$ cat src/rtl/wordle_pkg.sv
// Shared letter/state definitions for the word entry stage and its helpers.
package wordle_pkg;

  localparam logic [4:0] LETTER_BLANK  = 5'd0;
  localparam logic [4:0] LETTER_A      = 5'd1;
  localparam int         ALPHA_MAX_DEF = 26;

  typedef logic [4:0] letter_t;

  typedef enum logic [0:0] {
    ST_EDIT   = 1'b0,
    ST_SUBMIT = 1'b1
  } entry_state_t;

endpackage

$ cat src/rtl/word_entry_stage_if.sv
// Submit handshake and word bus between the entry stage and the game-logic checker.
interface word_entry_stage_if #(
  parameter int WORD_LEN = 5,
  parameter int LETTER_W = 5
);

  logic                         submit_valid_o;
  logic                         submit_ready_i;
  logic [WORD_LEN*LETTER_W-1:0] word_o;

  modport master (
    output submit_valid_o,
    output word_o,
    input  submit_ready_i
  );

  modport slave (
    input  submit_valid_o,
    input  word_o,
    output submit_ready_i
  );

endinterface

$ cat src/rtl/word_entry_stage_checker.sv
// Invariants of the entry stage: letters stay legal, a submitted word is complete, cursor in range.
module word_entry_stage_checker #(
  parameter int WORD_LEN  = 5,
  parameter int LETTER_W  = 5,
  parameter int ALPHA_MAX = 26
) (
  input logic                         clk,
  input logic                         rst_n,
  input logic                         valid,
  input logic [WORD_LEN*LETTER_W-1:0] word,
  input logic [$clog2(WORD_LEN)-1:0]  cursor
);

  localparam int                  CW       = $clog2(WORD_LEN);
  localparam logic [CW-1:0]       LAST_COL = CW'(WORD_LEN - 1);
  localparam logic [LETTER_W-1:0] MAX_L    = LETTER_W'(ALPHA_MAX);

  logic [WORD_LEN-1:0] nonblank_s;

  // One flag per column marking a filled letter.
  always_comb begin
    nonblank_s = '0;
    for (int i = 0; i < WORD_LEN; i++) begin
      nonblank_s[i] = |word[i*LETTER_W +: LETTER_W];
    end
  end

  for (genvar g = 0; g < WORD_LEN; g++) begin : g_letter
    a_letter_legal: assert property (@(posedge clk) disable iff (!rst_n)
      word[g*LETTER_W +: LETTER_W] <= MAX_L);
  end

  a_valid_full: assert property (@(posedge clk) disable iff (!rst_n)
    valid |-> (&nonblank_s));

  a_cursor_range: assert property (@(posedge clk) disable iff (!rst_n)
    cursor <= LAST_COL);

endmodule

$ cat src/rtl/word_entry_stage_letter_cycler.sv
// Next-letter values for inc/dec with wrap-around; a blank column enters the alphabet at either end.
module word_entry_stage_letter_cycler
  import wordle_pkg::*;
#(
  parameter int LETTER_W  = 5,
  parameter int ALPHA_MAX = ALPHA_MAX_DEF
) (
  input  logic [LETTER_W-1:0] letter_i,
  output logic [LETTER_W-1:0] inc_letter_o,
  output logic [LETTER_W-1:0] dec_letter_o
);

  localparam logic [LETTER_W-1:0] MAX_L   = LETTER_W'(ALPHA_MAX);
  localparam logic [LETTER_W-1:0] BLANK_L = LETTER_W'(LETTER_BLANK);
  localparam logic [LETTER_W-1:0] FIRST_L = LETTER_W'(LETTER_A);
  localparam logic [LETTER_W-1:0] STEP_L  = LETTER_W'(1);

  // Forward step: blank and the last letter both land on the first letter.
  always_comb begin
    inc_letter_o = FIRST_L;
    if ((letter_i == BLANK_L) || (letter_i >= MAX_L)) begin
      inc_letter_o = FIRST_L;
    end else begin
      inc_letter_o = letter_i + STEP_L;
    end
  end

  // Backward step: blank and the first letter both land on the last letter.
  always_comb begin
    dec_letter_o = MAX_L;
    if ((letter_i == BLANK_L) || (letter_i == FIRST_L) || (letter_i > MAX_L)) begin
      dec_letter_o = MAX_L;
    end else begin
      dec_letter_o = letter_i - STEP_L;
    end
  end

endmodule

$ cat src/rtl/word_entry_stage.sv
// Guess entry: per-column letter editing, cursor, and valid/ready submit of a complete word.
// Optional build macro WORD_ENTRY_LETTER_CARRY_EN: a right move into a blank column copies the letter left behind.
module word_entry_stage
  import wordle_pkg::*;
#(
  parameter int WORD_LEN  = 5,
  parameter int LETTER_W  = 5,
  parameter int ALPHA_MAX = ALPHA_MAX_DEF
) (
  input  logic                        clk,
  input  logic                        rst_n,
  input  logic                        enable_i,
  input  logic                        inc_i,
  input  logic                        dec_i,
  input  logic                        right_i,
  input  logic                        left_i,
  word_entry_stage_if.master          sub_if,
  output logic [$clog2(WORD_LEN)-1:0] cursor_o,
  output logic [LETTER_W-1:0]         cur_letter_o,
  output logic                        reject_o
);

  localparam int                  CW       = $clog2(WORD_LEN);
  localparam logic [CW-1:0]       LAST_COL = CW'(WORD_LEN - 1);
  localparam logic [CW-1:0]       ONE_COL  = CW'(1);
  localparam logic [LETTER_W-1:0] BLANK_L  = LETTER_W'(LETTER_BLANK);

  typedef logic [WORD_LEN-1:0][LETTER_W-1:0] word_t;

  entry_state_t        state_r;
  entry_state_t        state_n_s;
  word_t               letters_r;
  word_t               letters_n_s;
  logic [CW-1:0]       cursor_r;
  logic [CW-1:0]       cursor_n_s;
  logic [LETTER_W-1:0] cur_letter_r;
  logic [LETTER_W-1:0] at_cursor_s;
  logic [LETTER_W-1:0] inc_letter_s;
  logic [LETTER_W-1:0] dec_letter_s;
  logic                valid_r;
  logic                reject_r;
  logic                reject_n_s;
  logic                all_filled_s;

  assign at_cursor_s = letters_r[cursor_r];

  word_entry_stage_letter_cycler #(
    .LETTER_W  (LETTER_W),
    .ALPHA_MAX (ALPHA_MAX)
  ) u_cycler (
    .letter_i     (at_cursor_s),
    .inc_letter_o (inc_letter_s),
    .dec_letter_o (dec_letter_s)
  );

  // A word may only be submitted once no column is blank.
  always_comb begin
    all_filled_s = 1'b1;
    for (int i = 0; i < WORD_LEN; i++) begin
      if (letters_r[i] == BLANK_L) begin
        all_filled_s = 1'b0;
      end else begin
        all_filled_s = all_filled_s;
      end
    end
  end

  // Next-state decode; one edit action per cycle in priority inc > dec > right > left.
  always_comb begin
    state_n_s   = state_r;
    letters_n_s = letters_r;
    cursor_n_s  = cursor_r;
    reject_n_s  = 1'b0;
    case (state_r)
      ST_EDIT: begin
        if (!enable_i) begin
          state_n_s = ST_EDIT;
        end else if (inc_i) begin
          letters_n_s[cursor_r] = inc_letter_s;
        end else if (dec_i) begin
          letters_n_s[cursor_r] = dec_letter_s;
        end else if (right_i) begin
          if (cursor_r != LAST_COL) begin
            cursor_n_s = cursor_r + ONE_COL;
`ifdef WORD_ENTRY_LETTER_CARRY_EN
            if (letters_r[cursor_r + ONE_COL] == BLANK_L) begin
              letters_n_s[cursor_r + ONE_COL] = at_cursor_s;
            end else begin
              letters_n_s = letters_r;
            end
`endif
          end else if (all_filled_s) begin
            state_n_s = ST_SUBMIT;
          end else begin
            reject_n_s = 1'b1;
          end
        end else if (left_i) begin
          if (cursor_r != '0) begin
            cursor_n_s = cursor_r - ONE_COL;
          end else begin
            cursor_n_s = cursor_r;
          end
        end else begin
          state_n_s = ST_EDIT;
        end
      end
      ST_SUBMIT: begin
        // valid is asserted throughout SUBMIT, so ready alone completes the transfer.
        if (sub_if.submit_ready_i) begin
          state_n_s   = ST_EDIT;
          letters_n_s = '0;
          cursor_n_s  = '0;
        end else begin
          state_n_s = ST_SUBMIT;
        end
      end
      default: begin
        state_n_s   = ST_EDIT;
        letters_n_s = '0;
        cursor_n_s  = '0;
      end
    endcase
  end

  // State and all output registers, synchronous active-low reset.
  always_ff @(posedge clk) begin
    if (!rst_n) begin
      state_r      <= ST_EDIT;
      letters_r    <= '0;
      cursor_r     <= '0;
      cur_letter_r <= '0;
      valid_r      <= 1'b0;
      reject_r     <= 1'b0;
    end else begin
      state_r      <= state_n_s;
      letters_r    <= letters_n_s;
      cursor_r     <= cursor_n_s;
      cur_letter_r <= letters_n_s[cursor_n_s];
      valid_r      <= (state_n_s == ST_SUBMIT);
      reject_r     <= reject_n_s;
    end
  end

  assign sub_if.submit_valid_o = valid_r;
  assign sub_if.word_o         = letters_r;
  assign cursor_o              = cursor_r;
  assign cur_letter_o          = cur_letter_r;
  assign reject_o              = reject_r;

  word_entry_stage_checker #(
    .WORD_LEN  (WORD_LEN),
    .LETTER_W  (LETTER_W),
    .ALPHA_MAX (ALPHA_MAX)
  ) u_checker (
    .clk    (clk),
    .rst_n  (rst_n),
    .valid  (valid_r),
    .word   (letters_r),
    .cursor (cursor_r)
  );

endmodule

$ cat src/flat_wrapper.sv
// flat-port wrapper written by rule: the top's interface ports become plain ports
module word_entry_stage_flat import wordle_pkg::*;
#(
  parameter int WORD_LEN  = 5,
  parameter int LETTER_W  = 5,
  parameter int ALPHA_MAX = ALPHA_MAX_DEF
)
  (clk, rst_n, enable_i, inc_i, dec_i, right_i, left_i, cursor_o, cur_letter_o, reject_o, sub_if_submit_valid_o, sub_if_word_o, sub_if_submit_ready_i);
  word_entry_stage_if #(.WORD_LEN(WORD_LEN), .LETTER_W(LETTER_W)) sub_if_i ();
  input  logic clk;
  input  logic rst_n;
  input  logic enable_i;
  input  logic inc_i;
  input  logic dec_i;
  input  logic right_i;
  input  logic left_i;
  output logic [$clog2(WORD_LEN)-1:0] cursor_o;
  output logic [LETTER_W-1:0] cur_letter_o;
  output logic reject_o;
  output wire logic [$bits(sub_if_i.submit_valid_o)-1:0] sub_if_submit_valid_o;
  output wire logic [$bits(sub_if_i.word_o)-1:0] sub_if_word_o;
  input wire logic [$bits(sub_if_i.submit_ready_i)-1:0] sub_if_submit_ready_i;
  assign sub_if_submit_valid_o = sub_if_i.submit_valid_o;
  assign sub_if_word_o = sub_if_i.word_o;
  assign sub_if_i.submit_ready_i = sub_if_submit_ready_i;
  word_entry_stage #(.WORD_LEN(WORD_LEN), .LETTER_W(LETTER_W), .ALPHA_MAX(ALPHA_MAX)) u_core (.clk(clk), .rst_n(rst_n), .enable_i(enable_i), .inc_i(inc_i), .dec_i(dec_i), .right_i(right_i), .left_i(left_i), .sub_if(sub_if_i), .cursor_o(cursor_o), .cur_letter_o(cur_letter_o), .reject_o(reject_o));
endmodule
$ cat config.mk
export PLATFORM = sky130hd
export DESIGN_NAME = word_entry_stage_flat
export DESIGN_NICKNAME = d
export VERILOG_FILES = /design/src/rtl/wordle_pkg.sv /design/src/rtl/word_entry_stage_if.sv /design/src/rtl/word_entry_stage_checker.sv /design/src/rtl/word_entry_stage_letter_cycler.sv /design/src/rtl/word_entry_stage.sv /design/src/flat_wrapper.sv
export SDC_FILE = /design/constraint.sdc
export NUM_CORES = 1
export LEC_CHECK = 0
export CORE_ASPECT_RATIO = 0.75
export CORE_MARGIN = 2
export CORE_UTILIZATION = 40
export DETAILED_ROUTE_END_ITERATION = 8
export PLACE_DENSITY_LB_ADDON = 0.12
export SETUP_SLACK_MARGIN = 0.3
export SYNTH_ARGS = -nofsm -noshare
export SYNTH_HDL_FRONTEND = slang
export SYNTH_SLANG_ARGS = --single-unit
$ cat constraint.sdc
create_clock -name clk -period 8.9 [get_ports clk]
set_clock_uncertainty 0.1 [all_clocks]
set_input_delay 2.67 -clock clk [delete_from_list [all_inputs] [get_ports clk]]
set_output_delay 2.67 -clock clk [all_outputs]
set_load 0.1 [all_outputs]
==> impl_results.md <==
* Top-count cell post-synth: nand2_1
* Setup CP Type: input port to flop
* Slew at the pin closest to its max-slew limit at 1.092 ns
* Fin nets at 477
* Tot GR Track Use at 32.93%
* Top cell type by total area after synthesis: dfxtp_1
* Post-Synthesis Cells at 433
* Post-synthesis cell type count at 84
* Nature of the critical path endpoint: flop
* Initial Util at 40.71%
* Starting DRT DRC Count at 391
* Core area at 7812 sq um
* Worst Setup SP: enable_i
* Critical path data required time at 8.97 ns
* Port-buffer cells at 42
* Critical Path AT at 5.97 ns
* Site row count at 28
* Worst reg-to-reg setup slack at 4.01 ns
* Routability cong. at 1.047
* RSZ-0062 raised after global routing: no
* Status: finished, final reports clean
* Worst Min Path Start: u_core.sub_if.word_o[7]
* Synth top area cells: dfxtp_1 22%, nand2_1 6.6%, nor2_1 5.4%
* Hold Path Stages at 2
* Total gr overflow at 0
* Final setup violation count at 0
* Most Crowded Layer GR: met2
* Share of cells above drive strength 1 at 8.874%
* Hold slack at 0.5317 ns
* VDD IR max at 0.00007701 V
* RR Endpoint: u_core.cur_letter_o[1]
* Io pins at 43
* Worst Path Max Fanout at 21
* Cell Chain, Critical Path: clkdlybuf4s50_1 > nor3b_1 > nand2_1 > nor4_1 > nor3_2 > nor2b_1 > inv_2 > o32ai_1 > or4_1
* Most instantiated cells after synthesis: 56 x nand2_1, 46 x nor2_1, 35 x dfxtp_1
* LEAKAGE at 1.372 nW
* Syn Std Cell Area at 3181 sq um
* DRT antenna net count at 0
* Final HPWL from detailed placement at 10440 microns
* Worst reg2reg path depth at 11
* Register bit total from synthesis at 35
* Mean number of vias per cell at 6.778
* DR pass1 iterations at 6
* Setup_tns at 0 ns
* Hold Buf Count CTS at 0
* # H-tree levels at 2
* CTS tree: built
* Crit path time final at 5.901 ns
* EDFF count, synth at 0
* GR Layer Usage met2 at 48.22%
* Full die area at 8688 sq um
* Vias in the first global route at 3593
* Top cell type's share of synthesized area at 22.03%
* Main synth FF type: dfxtp_1
* Crit-path slowest cell: clkdlybuf4s50_1
* Worst path bufs/invs at 2
* Initial antenna violation count at 0
* CTS resizes at 0
* Syn nets at 448
* Post-CTS Repair Setup Buffers at 0
* Avg WL per Cell at 24.37 microns
* Die Width at 107.0 microns
* Critical path's largest stage delay at 1.00 ns
* Clock Sink Count at 35
* Startpoint class of the critical path: input port
* GR Util met1 at 47.65%
* Mean post-synth cell area at 7.345 sq um
* F_max at 169.5 MHz
* Worst skew pair latency at 0.30 ns
* Via count at 3843
* Final Hold Vio Count at 0
* Slew margin rel. at 26.94%
* M3 GR Usage at 6.902%
* P per Cell Area at 121.7 nW/um^2
* Sequential element share of the synthesized area at 22.03%
* DRC at 0
* Diodes inserted at 0
* Async SR Flop Fraction at 0%
* MaxCap Viol Count at 0
* First-pass GRT wire length at 21350 microns
* Synth-to-layout area growth at 17.15%
* Root Buffer: clkbuf_8
* R2R Path Start: u_core.cursor_o[2]
* CTS Buf Count at 5
* Largest net degree at the start of global routing at 34
* Clock buffer depth at 2
* Final Max Tran Viols at 0
* Final WL at 13820 microns
* Final period util at 66.30%
* Hold worst-path end: u_core.sub_if.word_o[7]
* Worst path top cell family by delay: simple AND/OR/NAND/NOR gates
* Chip height at 81.23 microns
* Yosys warning total at 0
* Worst-path clk slew at 0.08 ns
* Hold Crit Class: flop to flop
cell type report:
| class | instances | area (sq um) |
|---|---|---|
| clock buffers | 6 | 82.58 |
| repair buffers | 46 | 450.4 |
| inverters | 14 | 52.55 |
| flip-flops and latches | 35 | 700.7 |
| well taps | 105 | 131.4 |
| clock inverters | 1 | 5.005 |
| multi-input cells | 360 | 2303 |
| fillers | 822 | 4086 |
state kept, by name, summed over array words and instances (netlist names):
name and cells:
u_core.sub_if.word_o 25, u_core.cursor_o 3, u_core.state_r 1, u_core.cur_letter_o 5, u_core.reject_o 1
how the worst max path moves through the flow:
| stage | slack (ns) | endpoint | depth (start not counted) |
|---|---|---|---|
| 2_1_floorplan | 4.10 | u_core.cur_letter_o[1] | 8 |
| 3_3_place_gp | 2.91 | u_core.cur_letter_o[1] | 9 |
| 3_5_place_dp | 2.90 | u_core.cur_letter_o[1] | 9 |
| 4_1_cts | 3.19 | u_core.cur_letter_o[1] | 9 |
| 5_1_grt | 2.90 | u_core.cur_letter_o[1] | 9 |
| 6_report | 3.00 | u_core.cur_letter_o[1] | 9 |
per-layer routing:
layer | vias up | share of wire (%)
met5 | - | 0
met4 | 0 | 3.1
met3 | 43 | 12
met2 | 285 | 42
met1 | 1819 | 43
li1 | 1696 | -
power by group:
| group | internal, mW | switching, mW | leakage (nW) | total [mW] |
|---|---|---|---|---|
| Combinational | 0.0438 | 0.118 | 1.04 | 0.162 |
| Sequential | 0.161 | 0.00475 | 0.283 | 0.166 |
| Clock | 0.0609 | 0.0642 | 0.0470 | 0.125 |
| Total | 0.266 | 0.187 | 1.37 | 0.453 |
cell usage in the layout, fill, tap and decap left out, types with 3 or more instances in the layout:
master / count
nand2_1: 56
nor2_1: 46
clkdlybuf4s50_1: 42
dfxtp_1: 35
o21ai_0: 27
a21oi_1: 22
nand3_1: 19
nor3_1: 14
and2_1: 12
inv_1: 11
a31oi_1: 11
o211ai_1: 10
and3_1: 8
or4_1: 7
ha_1: 7
a211oi_1: 6
clkbuf_8: 6
mux2_2: 5
nand2b_1: 5
o221ai_1: 5
nor4_1: 5
nor2b_1: 4
a21o_1: 4
mux2i_1: 4
a32oi_1: 4
o22ai_1: 4
buf_4: 4
o21a_1: 3
o31ai_1: 3
o211a_1: 3
nand3b_1: 3
o32ai_1: 3
cell families after synthesis:
| kind of cell | count (synthesis) | synth area share, % |
|---|---|---|
| AO/OA/AOI/OAI | 136 | 31.04 |
| adder cells (fa/ha/maj) | 7 | 2.754 |
| buffers and inverters | 38 | 5.546 |
| flip-flops | 35 | 22.03 |
| multiplexers | 12 | 4.642 |
| AND/OR/NAND/NOR | 205 | 33.99 |
per-stage QoR:
stage | cell area (sq um) | total power [mW] | setup slack, ns | cells | util [%]
floorplan | 3181 | 0.2828 | 4.101 | 433 | -
global placement | 3638 | 0.3296 | 2.911 | 560 | 46.57
detailed placement | 3638 | 0.3264 | 2.904 | 560 | 46.57
CTS | 3726 | 0.4466 | 3.193 | 567 | 47.69
global route | 3726 | 0.4657 | 2.902 | 567 | 47.69
finish | 3726 | 0.4533 | 2.999 | 567 | 47.69
worst register-to-register path, delay by kind of cell, from the launching register on:
family	cells	cell delay, ns
AO/OA/AOI/OAI	4	1.39
flip-flops	1	0.90
buffers and inverters	1	0.23
adder cells (fa/ha/maj)	1	0.31
AND/OR/NAND/NOR	5	1.82
(Power assumes the default switching activity.)
